## src/rtl/lsu_mem_master.sv

```systemverilog
// lsu_mem_master: MEM-stage load/store initiator for an RV32 pipeline.
// Takes one load/store at a time, drives a word-addressed memory with no
// byte enables (combinational read, write on posedge), formats load data and
// implements SB/SH as read-modify-write.
// Optional feature macro: LSU_MISALIGN_TRAP_EN
//   defined   -> misaligned H/W accesses complete with rsp_err=1
//   undefined -> misaligned H/W addresses are forced aligned and proceed
module lsu_mem_master #(
  parameter int MEM_WORDS = 1024,
  parameter int AW        = 10
) (
  input  logic        clk,
  input  logic        rst,
  input  logic        req_valid,
  output logic        req_ready,
  input  logic        req_we,
  input  logic [2:0]  req_funct3,
  input  logic [31:0] req_addr,
  input  logic [31:0] req_wdata,
  output logic        rsp_valid,
  output logic [31:0] rsp_rdata,
  output logic        rsp_err,
  output logic [31:0] mem_A,
  output logic [31:0] mem_WD,
  output logic        mem_WE,
  input  logic [31:0] mem_RD
);

  localparam logic [31:0] MEM_WORDS_W = 32'(MEM_WORDS);

  localparam logic [2:0] F3_B  = 3'b000;
  localparam logic [2:0] F3_H  = 3'b001;
  localparam logic [2:0] F3_W  = 3'b010;
  localparam logic [2:0] F3_BU = 3'b100;
  localparam logic [2:0] F3_HU = 3'b101;

  typedef enum logic [2:0] {
    S_IDLE  = 3'd0,
    S_LOAD  = 3'd1,
    S_RMW   = 3'd2,
    S_STORE = 3'd3,
    S_RESP  = 3'd4
  } state_t;

  state_t          state_r;
  state_t          state_s;

  logic [2:0]      funct3_r;
  logic [AW-1:0]   idx_r;
  logic [1:0]      off_r;
  logic [31:0]     wdata_r;
  logic [31:0]     rdata_r;
  logic            err_r;

  logic            accept_s;
  logic            f3_legal_s;
  logic            misalign_s;
  logic            range_err_s;
  logic            err_s;
  logic [31:0]     aligned_addr_s;

  // Select and extend the addressed byte/halfword of a memory word.
  function automatic logic [31:0] fmt_load(input logic [31:0] word,
                                           input logic [2:0]  f3,
                                           input logic [1:0]  off);
    logic [7:0]  b;
    logic [15:0] h;
    logic [31:0] res;
    b = word[{off, 3'b000} +: 8];
    h = word[{off[1], 4'b0000} +: 16];
    case (f3)
      F3_B:    res = {{24{b[7]}}, b};
      F3_H:    res = {{16{h[15]}}, h};
      F3_W:    res = word;
      F3_BU:   res = {24'h000000, b};
      F3_HU:   res = {16'h0000, h};
      default: res = 32'h00000000;
    endcase
    return res;
  endfunction

  // Insert the store byte/halfword into the old word; other lanes are kept.
  function automatic logic [31:0] merge_store(input logic [31:0] old_word,
                                              input logic [31:0] new_data,
                                              input logic [2:0]  f3,
                                              input logic [1:0]  off);
    logic [31:0] res;
    res = old_word;
    case (f3)
      F3_B:    res[{off, 3'b000} +: 8]     = new_data[7:0];
      F3_H:    res[{off[1], 4'b0000} +: 16] = new_data[15:0];
      default: res = new_data;
    endcase
    return res;
  endfunction

  assign accept_s = req_valid & (state_r == S_IDLE);

  // Request legality: funct3 per direction, range, and alignment handling.
  always_comb begin
    f3_legal_s     = 1'b0;
    misalign_s     = 1'b0;
    aligned_addr_s = req_addr;
    range_err_s    = ({2'b00, req_addr[31:2]} >= MEM_WORDS_W);

    if (req_we) begin
      f3_legal_s = (req_funct3 == F3_B) | (req_funct3 == F3_H) |
                   (req_funct3 == F3_W);
    end else begin
      f3_legal_s = (req_funct3 == F3_B)  | (req_funct3 == F3_H) |
                   (req_funct3 == F3_W)  | (req_funct3 == F3_BU) |
                   (req_funct3 == F3_HU);
    end

`ifdef LSU_MISALIGN_TRAP_EN
    case (req_funct3)
      F3_H, F3_HU: misalign_s = req_addr[0];
      F3_W:        misalign_s = (req_addr[1:0] != 2'b00);
      default:     misalign_s = 1'b0;
    endcase
`else
    // Misaligned halfword/word addresses are silently rounded down.
    case (req_funct3)
      F3_H, F3_HU: aligned_addr_s = {req_addr[31:1], 1'b0};
      F3_W:        aligned_addr_s = {req_addr[31:2], 2'b00};
      default:     aligned_addr_s = req_addr;
    endcase
`endif

    err_s = ~f3_legal_s | misalign_s | range_err_s;
  end

  // State register.
  always_ff @(posedge clk or posedge rst) begin
    if (rst) begin
      state_r <= S_IDLE;
    end else begin
      state_r <= state_s;
    end
  end

  // Next-state decode.
  always_comb begin
    state_s = state_r;
    case (state_r)
      S_IDLE: begin
        if (accept_s) begin
          if (err_s) begin
            state_s = S_RESP;
          end else if (!req_we) begin
            state_s = S_LOAD;
          end else if (req_funct3 == F3_W) begin
            state_s = S_STORE;
          end else begin
            state_s = S_RMW;
          end
        end else begin
          state_s = S_IDLE;
        end
      end
      S_LOAD:  state_s = S_RESP;
      S_RMW:   state_s = S_STORE;
      S_STORE: state_s = S_RESP;
      S_RESP:  state_s = S_IDLE;
      default: state_s = S_IDLE;
    endcase
  end

  // Request latch, load capture and read-modify-write merge.
  always_ff @(posedge clk or posedge rst) begin
    if (rst) begin
      funct3_r <= 3'b000;
      idx_r    <= '0;
      off_r    <= 2'b00;
      wdata_r  <= 32'h00000000;
      rdata_r  <= 32'h00000000;
      err_r    <= 1'b0;
    end else begin
      case (state_r)
        S_IDLE: begin
          if (accept_s) begin
            funct3_r <= req_funct3;
            idx_r    <= aligned_addr_s[AW+1:2];
            off_r    <= aligned_addr_s[1:0];
            wdata_r  <= req_wdata;
            rdata_r  <= 32'h00000000;
            err_r    <= err_s;
          end
        end
        S_LOAD:  rdata_r <= fmt_load(mem_RD, funct3_r, off_r);
        S_RMW:   wdata_r <= merge_store(mem_RD, wdata_r, funct3_r, off_r);
        default: ;
      endcase
    end
  end

  // Outputs decoded from state and latched registers only.
  always_comb begin
    req_ready = (state_r == S_IDLE);
    rsp_valid = (state_r == S_RESP);
    rsp_rdata = 32'h00000000;
    rsp_err   = 1'b0;
    mem_A     = 32'h00000000;
    mem_WD    = 32'h00000000;
    mem_WE    = 1'b0;
    case (state_r)
      S_LOAD, S_RMW: begin
        mem_A = {{(32-AW){1'b0}}, idx_r};
      end
      S_STORE: begin
        mem_A  = {{(32-AW){1'b0}}, idx_r};
        mem_WD = wdata_r;
        mem_WE = 1'b1;
      end
      S_RESP: begin
        rsp_rdata = rdata_r;
        rsp_err   = err_r;
      end
      default: ;
    endcase
  end

endmodule

```

## config.mk

```make
export PLATFORM = sky130hd
export DESIGN_NAME = lsu_mem_master
export DESIGN_NICKNAME = d
export VERILOG_FILES = /design/src/rtl/lsu_mem_master.sv
export SDC_FILE = /design/constraint.sdc
export NUM_CORES = 1
export LEC_CHECK = 0
export CAP_MARGIN = 20
export CORE_AREA = 2 2 112 114
export CTS_CLUSTER_DIAMETER = 200
export DETAILED_ROUTE_END_ITERATION = 10
export DIE_AREA = 0 0 114 116
export GPL_ROUTABILITY_DRIVEN = 0
export PLACE_DENSITY_LB_ADDON = 0.12
export SLEW_MARGIN = 10
export SYNTH_ARGS = -nofsm -noshare
export SYNTH_HDL_FRONTEND = slang
export SYNTH_SLANG_ARGS = --single-unit
```

## constraint.sdc

```tcl
create_clock -name clk -period 3.8 [get_ports clk]
set_input_delay 0.76 -clock clk [delete_from_list [all_inputs] [get_ports clk]]
set_output_delay 0.76 -clock clk [all_outputs]
set_load 0.02 [all_outputs]
```

* Yosys cells after proc, flatten, opt, wreduce, memory -nomap -nowiden
Cells that the tools add are included.
** Storage, ports and cells
- Bits in registers :: 83
- Input port bits :: 103
- Word-level logic and storage cells :: 68
** Cells by class
- Add/sub/neg operators :: 2
- Magnitude comparators :: 1
- Eq/ne operators :: 14
- Shifts and indexed selects :: 6
- Muxes and demuxes :: 20
- Bitwise operators :: 7
- Reduce and logical (&&, ||, !) cells :: 11
** Operators by type and width (number)
- $pmux W32 S2 :: 3
- $pmux W32 S5 :: 1
- $mux W32 :: 4
- $bwmux W32 :: 2
- $shift A16 B7 Y32 const A :: 1
- $shift A8 B7 Y32 const A :: 1
- $shiftx A16 B7 Y32 :: 1
- $shiftx A32 B6 Y16 :: 1
- $shiftx A32 B6 Y8 :: 1
- $shiftx A8 B7 Y32 :: 1
- $ge A30 B11 Y1 const B :: 1
- $eq A3 B3 Y1 const B :: 5
- $neg A5 Y7 :: 2
- $eq A3 B2 Y1 const B :: 4
- $mux W10 :: 1
- $eq A3 B1 Y1 const B :: 3
- $logic_not A3 Y1 :: 3
- $pmux W3 S3 :: 1
- $mux W3 :: 2
- $or A1 B1 Y1 :: 5
- $mux W1 :: 4
- $pmux W2 S2 :: 1
- $reduce_and A2 Y1 :: 2
- $reduce_bool A2 Y1 :: 2
- other kinds (8) :: 9

* Logic depth before layout (Yosys ltp)
Gate-level depths: netlist of run 1.
- Depth in word-level cells :: 11
- Mapped depth :: 8
- Depth with buffers taken out :: 6

* Worst setup path after synthesis of run 1
OpenSTA, ideal clock, no wires.
- Path kind :: register to output
- Start :: reg state_r[2]
- End :: out mem_WD[22]
- Data arrival time :: 1625 ps
- Required time :: 3040 ps
- Slack :: 1415 ps
- Cell stages (with the launch flop) :: 5
- Path buffers :: 2
- Cell sequence :: dfrtp_1 > clkbuf_1 > nor3b_1 > clkbuf_1 > and2_1
** Between the ends
- Cells in the longest elaborated chain, start to end :: 2
** Ends and longest elaborated chain
- from (decl) :: line 45 : state_t state_r;
- from (signal assigned) :: line 138 : state_r <= state_s;
- $eq A3 B2 Y1 :: line 206 : case (state_r)
- $mux W32 :: line 206
- to (decl) :: line 24 : output logic [31:0] mem_WD,
Every way passes these cells.

* Final worst setup path of run 1
- Start :: reg state_r[2]
- End :: out mem_A[7]
** Between the ends
- Cells in the longest elaborated chain, start to end :: 3
- Elaborated cells between the ends (all ways) :: 5
- Classes of those cells :: eq/ne: 3; mux: 1; reduce/logical: 1
** Ends and longest elaborated chain
- $eq A3 B2 Y1 or $eq A3 B1 Y1 (tied branches) :: line 206
- $reduce_or A3 Y1 (no line) *
- $mux W10 * :: line 206
- to (decl) :: line 23 : output logic [31:0] mem_A,
Every way passes the cells marked *; elsewhere a longest branch is shown, timed or not.

==> impl_metrics.env, run 1 <==
export IMPL_rows=40
export IMPL_antenna_found_initial=0
export IMPL_start_util_pct=44.81
export IMPL_core_area_um2=11910
export IMPL_ys_flop_type="dfrtp_1"
export IMPL_r2r_slack_ns=1.31
export IMPL_grt_pass1_vias=4895
export IMPL_endpoint_kind="primary output"
export IMPL_cts_resized=0
export IMPL_die_w_um=114
export IMPL_num_antenna_cells=0
export IMPL_syn_cell_area_um2=5338
export IMPL_grt_total_usage_pct=25.69
export IMPL_fin_ws_ns=0.4768
export IMPL_synth_compound_area_share_pct=23.14
export IMPL_use_met2_pct=42.58
export IMPL_synth_seq_area_share_pct=38.91
export IMPL_clk_pin_slew_ns=0.06
export IMPL_setup_violations=0
export IMPL_die_area_um2=13220
export IMPL_drc=0
export IMPL_ios=203
export IMPL_synth_mux_area_share_pct=8.275
export IMPL_layout_min_cycle_time_ns=3.323
export IMPL_via_count=5157
export IMPL_root_buffer="clkbuf_16"
export IMPL_nNetsFinal=838
export IMPL_cts_sinks=83
export IMPL_finalHoldViolCount=0
export IMPL_cts_setup_buffers=0
export IMPL_dp_slack_ns=0.8610
export IMPL_clockBufferDepth=2
export IMPL_grt_start_max_net_pins=52
export IMPL_filler_cell_count=1030
export IMPL_cts_hold_buf=0
export IMPL_yosysWarnings=0
export IMPL_cts_buffers=9
export IMPL_holdPathEnd="wdata_r[25]$_DFFE_PP0P_"
export IMPL_die_height_um=116
export IMPL_routed_wl_mm=17.01
export IMPL_skew_ns=0.005779
export IMPL_ant_nets=0
export IMPL_tightest_slew_ns=1.089
export IMPL_drive_gt1_share_pct=8.027
export IMPL_final_cells=882
export IMPL_synth_top_family_by_area="compound AO/OA/AOI/OAI gates"
export IMPL_portBuffers=180
export IMPL_start_kind="flip-flop"
export IMPL_netlist_instances=574
export IMPL_hold_path_class="reg2reg"
export IMPL_clock_fmax_ghz=0.3009
export IMPL_grt_first_pass_wirelength_mm=26.45
export IMPL_leakage_nw=3.273
export IMPL_synth_fa_ha_area_share_pct=1.172
export IMPL_crit_required_ns=3.04
export IMPL_rsz0062_at_grt="false"
export IMPL_firstDrtPassIters=5
export IMPL_grt_overflow_total=0
export IMPL_area_delta_synth_final_pct=39.78
export IMPL_use_met1_pct=34.20
export IMPL_avgSynthCellArea_um2=9.299
export IMPL_power_density_nw_per_um2=350.9
export IMPL_dp_hpwl_mm=12.89
export IMPL_r2r_start="state_r[2]$_DFF_PP0_"
export IMPL_vias_per_cell=5.847
export IMPL_period_share_pct=87.45
export IMPL_gr_max_usage_layer="met2"
export IMPL_arrival_ns=2.56
export IMPL_grtUsageMet3_pct=5.230
export IMPL_synth_top_area_cell="dfrtp_1"
export IMPL_slew_headroom_pct=27.38
export IMPL_cp_max_fo=42
export IMPL_synthSimpleGateAreaFrac_pct=21.14
export IMPL_synth_xor_area_share_pct=0
export IMPL_drt_iter0_markers=315
export IMPL_reg2reg_to="rdata_r[25]$_DFFE_PP0P_"
export IMPL_crit_type="reg2out"
export IMPL_slew_viol_final=0
export IMPL_synth_top_cell_area_share_pct=38.91
export IMPL_ir_drop_v=0.0001973
export IMPL_fin_tns_setup_ns=0
export IMPL_run_status="complete, no violations"
export IMPL_hold_path_startpoint="wdata_r[25]$_DFFE_PP0P_"
export IMPL_cap_violations=0
export IMPL_place_inst=866
export IMPL_cts_tree="done"
export IMPL_synth_edf_count=0
export IMPL_ys_seq_elements=83
export IMPL_synth_area_leaders="dfrtp_1, a221o_1, nand2_1"
export IMPL_r2r_cells=4
export IMPL_holdPathStages=2
export IMPL_post_drt_wl_per_cell_um=19.28
export IMPL_yosysUniqueCellTypes=51
export IMPL_async_flop_share_pct=100.0
export IMPL_clk_latency_ns=0.34
export IMPL_cts_max_level=3
## cell usage in the layout, fill, tap and decap left out, types with 6 or more instances in the layout
| master | instances |
|---|---|
| a22o_1 | 16 |
| a22oi_1 | 16 |
| clkbuf_16 | 9 |
| clkdlybuf4s50_1 | 180 |
| o21ai_0 | 37 |
| nand2_1 | 81 |
| a221o_1 | 41 |
| nor2_1 | 9 |
| a221oi_1 | 7 |
| and2_1 | 44 |
| a21oi_1 | 25 |
| buf_4 | 8 |
| and3_1 | 34 |
| dfrtp_1 | 83 |
| conb_1 | 22 |
| a32oi_1 | 7 |
| nor2b_1 | 10 |
| mux2i_1 | 25 |
| inv_1 | 6 |
| mux2_2 | 15 |
## cells by family after synthesis
kind of cell               count (synthesis)
AOI/OAI and AO/OA                        165
DFF                                       83
muxes                                     41
and+or+nand+nor                          206
adders and majority gates                  5
buffers and inverters                     73
other                                      1
## flip-flops by register name, indices dropped and copies added, names as in the netlist
register and cells:
idx_r 10, state_r 3, funct3_r 3, wdata_r 32, rdata_r 32, err_r 1, off_r 2
## how the worst max path moves through the flow
stage	slack, ns	cells after the start	start	end
floorplan	0.90	1	rst	err_r$_DFFE_PP0P_
global placement	0.92	3	state_r[2]$_DFF_PP0_	mem_A[7]
detailed placement	0.86	3	state_r[2]$_DFF_PP0_	mem_A[7]
CTS	0.50	3	state_r[2]$_DFF_PP0_	mem_A[9]
global route	0.32	3	state_r[2]$_DFF_PP0_	mem_A[3]
finish	0.48	3	state_r[2]$_DFF_PP0_	mem_A[7]
## report_power, final
part	switching, mW	total (mW)	internal (mW)
clock	0.371	0.951	0.580
combinational	0.325	0.608	0.283
sequential	0.0981	1.06	0.961
## synthesized netlist by cell type (all sizes together) (2+ instances only)
cell / count
dfrtp: 83
nand2: 81
and2: 44
a221o: 41
o21ai: 41
buf: 40
and3: 34
a21oi: 27
clkbuf: 25
mux2i: 25
a22o: 16
a22oi: 16
mux2: 15
nor2: 11
nor2b: 10
inv: 8
a221oi: 7
a32oi: 7
ha: 5
nor4: 5
a21o: 4
nand3: 4
nor3b: 4
nor3: 3
or3b: 3
a211oi: 2
and3b: 2
nor4b: 2
## stage by stage
stage / hold WS (ns) / cell area [µm²] / power (mW) / util [%]
3_5_place_dp: 0.4582 / 7137 / 1.669 / 59.92
2_1_floorplan: 0.4374 / 5416 / 1.434 / -
3_3_place_gp: 0.4533 / 7137 / 1.653 / 59.92
4_1_cts: 0.4764 / 7461 / 2.615 / 62.64
5_1_grt: 0.4973 / 7461 / 2.724 / 62.64
6_report: 0.4725 / 7461 / 2.618 / 62.64
## worst max-delay path: stages (launching register included)
cell,delay [ns]
dfrtp_1,1.06
nor2_1,0.36
and2_1,0.27
clkdlybuf4s50_1,0.54
## metal layers
metal,part of all wire (%),vias up
li1,-,2385
met1,41,2468
met2,47,276
met3,9.2,28
met4,2.2,0
met5,0,-
## final cells by class
class / instances / area, µm² / share of cell area, %
Clock inverter: 7 / 98.84 / 1.325
Multi-Input combinational cell: 439 / 2963 / 39.71
Clock buffer: 9 / 225.2 / 3.019
Tap cell: 147 / 183.9 / 2.465
Inverter: 8 / 31.28 / 0.4193
Timing Repair Buffer: 189 / 1882 / 25.22
Sequential cell: 83 / 2077 / 27.84
No activity file was read; power rests on OpenSTA's default activity.
==> run 2: changes to the inputs <==
--- a/config.mk
+++ b/config.mk
@@ -7,7 +7,6 @@
 export LEC_CHECK = 0
 export CAP_MARGIN = 20
 export CORE_AREA = 2 2 112 114
-export CTS_CLUSTER_DIAMETER = 200
 export DETAILED_ROUTE_END_ITERATION = 10
 export DIE_AREA = 0 0 114 116
 export GPL_ROUTABILITY_DRIVEN = 0
==> results of run 2 <==
Final layout, timing and power as in run 1 (identical DEF).
==> run 3: changes to the inputs <==
--- a/config.mk
+++ b/config.mk
@@ -5,10 +5,11 @@
 export SDC_FILE = /design/constraint.sdc
 export NUM_CORES = 1
 export LEC_CHECK = 0
+export ABC_AREA = 1
 export CAP_MARGIN = 20
-export CORE_AREA = 2 2 112 114
+export CORE_AREA = 2 2 117 119
 export DETAILED_ROUTE_END_ITERATION = 10
-export DIE_AREA = 0 0 114 116
+export DIE_AREA = 0 0 119 121
 export GPL_ROUTABILITY_DRIVEN = 0
 export PLACE_DENSITY_LB_ADDON = 0.12
 export SLEW_MARGIN = 10
==> impl_metrics.env, run 3 <==
export IMPL_run_status="complete, no violations"
export IMPL_yosysUniqueCellTypes=25
export IMPL_clk_latency_ns=0.35
export IMPL_critPathSlowestCell="clkdlybuf4s50_1"
export IMPL_crit_type="reg2out"
export IMPL_area_delta_synth_final_pct=35.74
export IMPL_die_area_um2=14400
export IMPL_cts_setup_buffers=0
export IMPL_ys_flop_type="dfrtp_1"
export IMPL_grt_overflow_total=0
export IMPL_dp_hpwl_mm=14.22
export IMPL_fin_ws_ns=0.8520
export IMPL_holdPathStages=2
export IMPL_period_share_pct=77.58
export IMPL_start_kind="flip-flop"
export IMPL_firstDrtPassIters=6
export IMPL_holdPathEnd="rdata_r[24]$_DFFE_PP0P_"
export IMPL_hold_ws_ns=0.4789
export IMPL_place_inst=1327
export IMPL_rsz0062_at_grt="false"
export IMPL_ant_nets=0
export IMPL_hold_path_class="reg2reg"
export IMPL_slew_viol_final=0
export IMPL_filler_cell_count=1308
export IMPL_synth_edf_count=0
export IMPL_seq_area_um2=2077
export IMPL_synth_top_cell_area_share_pct=34.58
export IMPL_cts_sinks=83
export IMPL_die_w_um=119
export IMPL_critPathTopFamily="buffers and inverters"
export IMPL_start_util_pct=45.91
export IMPL_nNetsFinal=1270
export IMPL_synth_top_cells_by_count="nand2_1, nor2_1, inv_1"
export IMPL_netlist_instances=1009
export IMPL_r2r_start="off_r[1]$_DFFE_PP0P_"
export IMPL_avgSynthCellArea_um2=5.953
export IMPL_clk_pin_slew_ns=0.07
export IMPL_crit_required_ns=3.04
export IMPL_ios=203
export IMPL_final_cells=1343
export IMPL_grt_start_max_net_pins=45
export IMPL_post_drt_wl_per_cell_um=14.04
export IMPL_path_cells="inv_2, nand2_1, nor2_1, inv_2, nor2_1, clkdlybuf4s50_1"
export IMPL_layout_common_cells="nand2_1, clkdlybuf4s50_1, nor2_1, inv_1, dfrtp_1"
export IMPL_root_buffer="clkbuf_16"
export IMPL_antenna_found_initial=0
export IMPL_cts_resized=0
export IMPL_final_util_pct=62.32
export IMPL_finalHoldViolCount=0
export IMPL_yosysWarnings=0
export IMPL_cts_tree="done"
export IMPL_vias_per_cell=4.965
export IMPL_multiInputGateArea_um2=3224
export IMPL_endpoint_kind="primary output"
export IMPL_drc=0
export IMPL_r2r_slack_ns=1.39
export IMPL_num_antenna_cells=0
export IMPL_r2r_cells=9
export IMPL_synth_seq_area_share_pct=34.58
export IMPL_portBuffers=180
export IMPL_routed_wl_mm=18.86
export IMPL_skew_ns=0.006448
export IMPL_via_count=6668
export IMPL_syn_cell_area_um2=6007
export IMPL_power_density_nw_per_um2=326.0
export IMPL_grt_total_usage_pct=26.46
export IMPL_die_height_um=121
export IMPL_synthMostInstantiatedCell="nand2_1"
export IMPL_synth_area_leaders="dfrtp_1, nand2_1, nor2_1"
export IMPL_ir_drop_v=0.0002245
export IMPL_cap_violations=0
export IMPL_ys_seq_elements=83
export IMPL_cpPeakStageDelay_ns=0.62
export IMPL_synth_top_area_cell="dfrtp_1"
export IMPL_async_flop_share_pct=100.0
export IMPL_rows=42
export IMPL_clockBufferDepth=2
export IMPL_layout_min_cycle_time_ns=2.948
export IMPL_reg_top3="rdata_r x32, wdata_r x32, idx_r x10"
export IMPL_power_mw=2.658
export IMPL_critPathBufInv=3
export IMPL_drive_gt1_share_pct=4.799
export IMPL_setup_violations=0
export IMPL_grt_first_pass_wirelength_mm=30.27
export IMPL_dp_slack_ns=1.138
export IMPL_grt_pass1_vias=6119
export IMPL_tightest_slew_ns=0.8608
export IMPL_cts_buffers=9
export IMPL_leakage_nw=4.025
export IMPL_cp_max_fo=33
export IMPL_reg2reg_to="wdata_r[1]$_DFFE_PP0P_"
export IMPL_core_area_um2=13090
export IMPL_fin_tns_setup_ns=0
export IMPL_cts_hold_buf=0
export IMPL_dpl_instance_area_um2=7818
export IMPL_slew_headroom_pct=42.17
export IMPL_fin_area_um2=8154
export IMPL_cts_max_level=3
export IMPL_final_common_cell="nand2_1"
export IMPL_drt_iter0_markers=720
export IMPL_clock_fmax_ghz=0.3392
export IMPL_hold_path_startpoint="rdata_r[24]$_DFFE_PP0P_"
export IMPL_arrival_ns=2.19
## run 3: area by class of cell
cell class | instances | area share, %
multi-input cells | 766 | 39.54
flip-flops and latches | 83 | 25.47
repair buffers | 186 | 22.80
inverters | 116 | 5.355
clock buffers | 10 | 2.931
well taps | 176 | 2.701
clock inverters | 6 | 1.197
## run 3: power by group
group / switching (mW) / total (mW) / internal, mW / leakage, nW
registers: 0.0575 / 1.01 / 0.951 / 1.07
clock network: 0.387 / 0.988 / 0.602 / 0.165
logic: 0.417 / 0.661 / 0.245 / 2.79
## run 3: cell families after synthesis
group                    share of synthesized area [%]
flip-flops                                       34.58
AND/OR/NAND/NOR                                  44.28
buffers and inverters                            13.06
other                                          0.06243
adder cells (fa/ha/maj)                          1.041
AO/OA/AOI/OAI                                    6.978
## run 3: tightest hold or removal path, stage by stage, from the launching register on
cell,delay [ns]
dfrtp_1,0.34
nand2_1,0.05
nand2_1,0.05
## run 3: worst max path at each step
stage                                     from                       to  slack (ns)  depth (start not counted)
after CTS                 state_r[2]$_DFF_PP0_               mem_WD[28]        0.81                          6
after global placement              mem_RD[15]   rdata_r[7]$_DFFE_PP0P_        1.17                          9
final                     state_r[2]$_DFF_PP0_                mem_WD[2]        0.85                          6
after floorplan                            rst        err_r$_DFFE_PP0P_        0.90                          1
after detailed placement             req_valid  wdata_r[30]$_DFFE_PP0P_        1.14                          8
after global routing      state_r[2]$_DFF_PP0_               mem_WD[28]        0.65                          6
## run 3: layer usage
layer / GRT usage, % / part of all wire (%) / routed length (µm)
met5: 0 / 0 / 0
met4: 9.747 / 2.6 / 487
met1: 36.48 / 44 / 8348
met2: 42.06 / 46 / 8697
met3: 4.276 / 7.0 / 1323
==> patch 1: new RTL, settings of run 3 <==
Change the parameter `AW` from 10 to 9.
--- a/src/rtl/lsu_mem_master.sv
+++ b/src/rtl/lsu_mem_master.sv
@@ -8,5 +8,5 @@
 module lsu_mem_master #(
   parameter int MEM_WORDS = 1024,
-  parameter int AW        = 10
+  parameter int AW        = 9
 ) (
   input  logic        clk,
Check against the original RTL: not equivalent (Yosys sat finds a counterexample within 4 cycles, from zero or initial values and one cycle with rst high).
==> patch 1 against run 3 <==
  * Sequential cell count fell by 1
  * Setup slack lost 0.24 ns
  * Combinational power is 1% lower
  * Die area unchanged
  * Total power is 0.84% higher
  * Core utilization is 0.11 points lower
  * Clock skew rose by 0.0018 ns
  * Synthesized area decreased by 0.33%
  * Non-clock buffer count did not move
  * Final area shrank 0.18%
  * Clock power is 4% higher
  * Maximum frequency fell by 7.6%
  * Wire length shrank 4.6%
  * Critical path type unchanged
==> patch 1: results (changes against run 3) <==
Yosys
  • Post-synth top cells: 408 x nand2_1, 143 x nor2_1, 104 x inv_1, 82 x dfrtp_1, 72 x nand3_1 (was 419 x nand2_1, 132 x nor2_1, 103 x inv_1, 83 x dfrtp_1, 79 x nand3_1)
  • Post-Synth Adder-Cell Area: 1.04% (about the same)
  • Netlist cell types: 29 (was 25)
  • Post-synthesis compound-gate area fraction: 7.80% (was 6.98%)
  • Synth top area cells: dfrtp_1 34%, nand2_1 26%, nor2_1 9.0% (was dfrtp_1 35%, nand2_1 26%, nor2_1 8.2%)

Global route
  • First-pass GRT wire length: 29.2 mm (was 30.3 mm)
  • Largest net degree at the start of global routing: 83 (was 45)
  • GRT Total Usage: 25.4% (was 26.5%)
  • Vias in the first global route: 5950 (was 6119)
  • Met3 usage: 4.37% (was 4.28%)
  • Met2 Use GR: 41.1% (was 42.1%)

Power
  • Comb power: 653 uW (was 661 uW)
  • Cell internal pwr: 1.83 mW (was 1.80 mW)
  • Power in the clock group: 1.03 mW (was 988 uW)
  • Biggest consumer: the clock network (was registers)
  • Peak supply drop: 0.204 mV (was 0.225 mV)

Routing
  • First-pass iteration count of the detailed router: 5 (was 6)
  • Via-per-instance ratio: 4.89 (was 4.97)
  • Iter 0 DRT Violations: 482 (was 720)
  • Metal-1 WL: 8.05 mm (was 8.35 mm)
  • Met2 wire len: 8.32 mm (was 8.70 mm)

STA
  • Min cycle time layout: 3.19 ns (was 2.95 ns)
  • Worst clock skew: 0.00824 ns (was 0.00645 ns)

Finish
  • Final #Nets: 1265 (was 1270)
  • Share of cells above drive strength 1: 4.56% (was 4.80%)
  • Fillers: 1289 (was 1308)

Run status
  • Outcome: complete, no violations (unchanged)

Placement
  • Post-DP HPWL: 13.4 mm (was 14.2 mm)
  • I/O Buffers: 178 (was 180)

Worst setup path
  • Arrival @ worst endpoint: 2.43 ns (was 2.19 ns)
  • Reg-to-reg slack, setup: 1.51 ns (was 1.39 ns)
  • FF-to-FF Start: off_r[0]$_DFFE_PP0P_ (was off_r[1]$_DFFE_PP0P_)
  • FF-to-FF path depth: 8 (was 9)

Min path
  • Hold EP: rdata_r[31]$_DFFE_PP0P_ (was rdata_r[24]$_DFFE_PP0P_)
patch 1: critical path, stage by stage (launching register included):
cell             delay [ns]
dfrtp_1                0.41
inv_2                  0.11
nand2_1                0.07
nor2_1                 0.14
inv_1                  0.43
nor2_1                 0.26
clkdlybuf4s50_1        0.64
patch 1: metrics by stage:
stage,area [um2],hold slack [ns],util (%),cells
after floorplan,6070,0.449,-,1026
after global placement,7770,0.466,59.4,1321
after detailed placement,7770,0.465,59.4,1321
after CTS,8120,0.483,62.1,1337
after global routing,8140,0.501,62.2,1338
final,8140,0.480,62.2,1338
patch 1: area by class of cell:
| class | count | area, um2 | area share (%) |
|---|---|---|---|
| clock inverters | 7 | 124 | 1.52 |
| flip-flops and latches | 82 | 2050 | 25.2 |
| well taps | 176 | 220 | 2.71 |
| repair buffers | 186 | 1860 | 22.9 |
| clock buffers | 9 | 225 | 2.77 |
| multi-input cells | 763 | 3220 | 39.6 |
| inverters | 115 | 434 | 5.33 |
==> patch 2: new RTL, settings of run 3 <==
Without the edit above. Put a register stage on the output `rsp_err`, cleared by the reset. The value now appears one clock later. The other outputs are not delayed to match.
--- a/src/rtl/lsu_mem_master.sv
+++ b/src/rtl/lsu_mem_master.sv
@@ -43,4 +43,6 @@
   } state_t;
 
+  logic rsp_err_d;
+
   state_t          state_r;
   state_t          state_s;
@@ -200,5 +202,5 @@
     rsp_valid = (state_r == S_RESP);
     rsp_rdata = 32'h00000000;
-    rsp_err   = 1'b0;
+    rsp_err_d = 1'b0;
     mem_A     = 32'h00000000;
     mem_WD    = 32'h00000000;
@@ -215,5 +217,5 @@
       S_RESP: begin
         rsp_rdata = rdata_r;
-        rsp_err   = err_r;
+        rsp_err_d = err_r;
       end
       default: ;
@@ -221,4 +223,12 @@
   end
 
+  always_ff @(posedge clk or posedge rst) begin
+    if (rst) begin
+      rsp_err <= '0;
+    end else begin
+      rsp_err <= rsp_err_d;
+    end
+  end
+
 endmodule
 
Formal check against the unedited RTL: not equivalent (a bounded check fails within 4 cycles, from zero or initial values and one cycle with rst high).
==> patch 2 against run 3 <==
  * Sequential share of layout area shrank 0.23 points
  * Setup slack lost 0.26 ns
  * Sequential cell count grew 1
  * Synthesized cell count grew 3.4%
  * Total power shrank 4.1%
  * Wire length shrank 2.5%
  * Via count grew 1.3%
  * Hold slack lost 0.0045 ns
  * Final area grew 2.1%
  * Synthesized area grew 4.4%
  * Maximum frequency shrank 8.1%
  * Cell count grew 2.5%
  * Critical path type unchanged
  * Largest power group unchanged
==> patch 2: results (changes against run 3) <==
Worst setup path
  • FF-to-FF Start: off_r[0]$_DFFE_PP0P_ (was off_r[1]$_DFFE_PP0P_)
  • Arrival @ worst endpoint: 2.45 ns (was 2.19 ns)
  • Critical path's slowest cell: clkdlybuf4s50_1 (unchanged)
  • Max stage delay on crit path: 0.63 ns
  • Critical-path maximum fanout: 32 (was 33)
  • Reg-to-reg slack, setup: 1.50 ns (was 1.39 ns)
  • R2r endpoint: wdata_r[7]$_DFFE_PP0P_ (was wdata_r[1]$_DFFE_PP0P_)

STA
  • Worst clock skew: 0.00783 ns (was 0.00645 ns)
  • Worst Tran Pin Value: 0.960 ns (was 0.861 ns)
  • Hold Slack: 0.474 ns (was 0.479 ns)

Placement
  • Placed Instance Area: 0.00803 mm2 (was 0.00782 mm2)
  • DP Worst Slack: 0.852 ns (was 1.14 ns)
  • Post-DP HPWL: 13.9 mm (was 14.2 mm)

Routing
  • Via-per-instance ratio: 4.91 (was 4.97)
  • Iter 0 DRT Violations: 533 (was 720)
  • Met2 wire len: 8.69 mm (was 8.70 mm)
  • Met3 Wirelength: 1.53 mm (was 1.32 mm)
  • First-pass iteration count of the detailed router: 5 (was 6)
  • Routed WL: 18.4 mm (was 18.9 mm)
  • Metal-1 WL: 7.81 mm (was 8.35 mm)
  • Via count: 6757 (was 6668)

Yosys
  • Synth top area cells: dfrtp_1 34%, nand2_1 23%, nor2_1 10% (was dfrtp_1 35%, nand2_1 26%, nor2_1 8.2%)
  • Netlist cell types: 30 (was 25)
  • Post-synthesis sequential area ratio: 33.5% (was 34.6%)
  • Synth Instances: 1043 (was 1009)

Global route
  • GRT Total Usage: 26.0% (was 26.5%)
  • Largest net degree at the start of global routing: 69 (was 45)
  • First-pass GRT wire length: 29.5 mm (was 30.3 mm)
  • Vias in the first global route: 6116 (was 6119)

Finish
  • Share of cells above drive strength 1: 5.16% (was 4.80%)

CTS
  • CTS buffer count: 9 (unchanged)

Min path
  • Worst hold start: wdata_r[29]$_DFFE_PP0P_ (was rdata_r[24]$_DFFE_PP0P_)
  • Hold EP: wdata_r[29]$_DFFE_PP0P_ (was rdata_r[24]$_DFFE_PP0P_)

Power
  • Peak supply drop: 0.193 mV (was 0.225 mV)
  • Static leakage: 4.16 nW (was 4.03 nW)

Run status
  • Outcome: complete, no violations (unchanged)
-- patch 2: cell types whose count changed in the layout (fill, tap and decap cells not counted), sizes merged, moves of 7 or more --
cell and delta:
a21oi +8, inv +26, nand2 -31, nor2 +45, o211ai +7, o21ai +8, nand3 -35
-- patch 2: kinds of logic (layout without fill, tap and decap cells) --
family	Yosys count	after routing	synth area share, %
AOI/OAI and AO/OA	108	108	9.00
DFF	84	84	33.5
other	1	22	0.0598
adders and majority gates	5	5	0.998
and+or+nand+nor	635	635	41.2
buffers and inverters	210	347	15.2
-- patch 2: per-layer routing --
layer	GRT usage [%]	up-vias
met1	34.2	3047
met5	0	-
met2	42.6	274
li1	-	3405
met3	5.40	31
met4	9.15	0
-- patch 2: worst max path at each step --
stage                               from                     end  slack [ns]
finish              state_r[2]$_DFF_PP0_              mem_WD[20]        0.59
global route        state_r[2]$_DFF_PP0_              mem_WD[20]        0.38
CTS                 state_r[2]$_DFF_PP0_               mem_WD[2]        0.56
detailed placement             req_valid  rdata_r[6]$_DFFE_PP0P_        0.85
global placement               req_valid  rdata_r[2]$_DFFE_PP0P_        0.93
floorplan                            rst       err_r$_DFFE_PP0P_        0.87
-- patch 2: layout make-up --
cell class | count | area [um2]
Clock inverter | 6 | 48.8
Fill cell | 1284 | 4760
Inverter | 142 | 534
Sequential cell | 84 | 2100
Timing Repair Buffer | 189 | 1880
Multi-Input combinational cell | 770 | 3310
Tap cell | 176 | 220
Clock buffer | 10 | 239
-- patch 2: power breakdown --
part	switching [mW]	leakage (nW)	internal [mW]	total (mW)
sequential	0.0600	1.08	0.962	1.02
combinational	0.419	2.95	0.252	0.671
clock	0.389	0.137	0.466	0.855
total	0.868	4.16	1.68	2.55
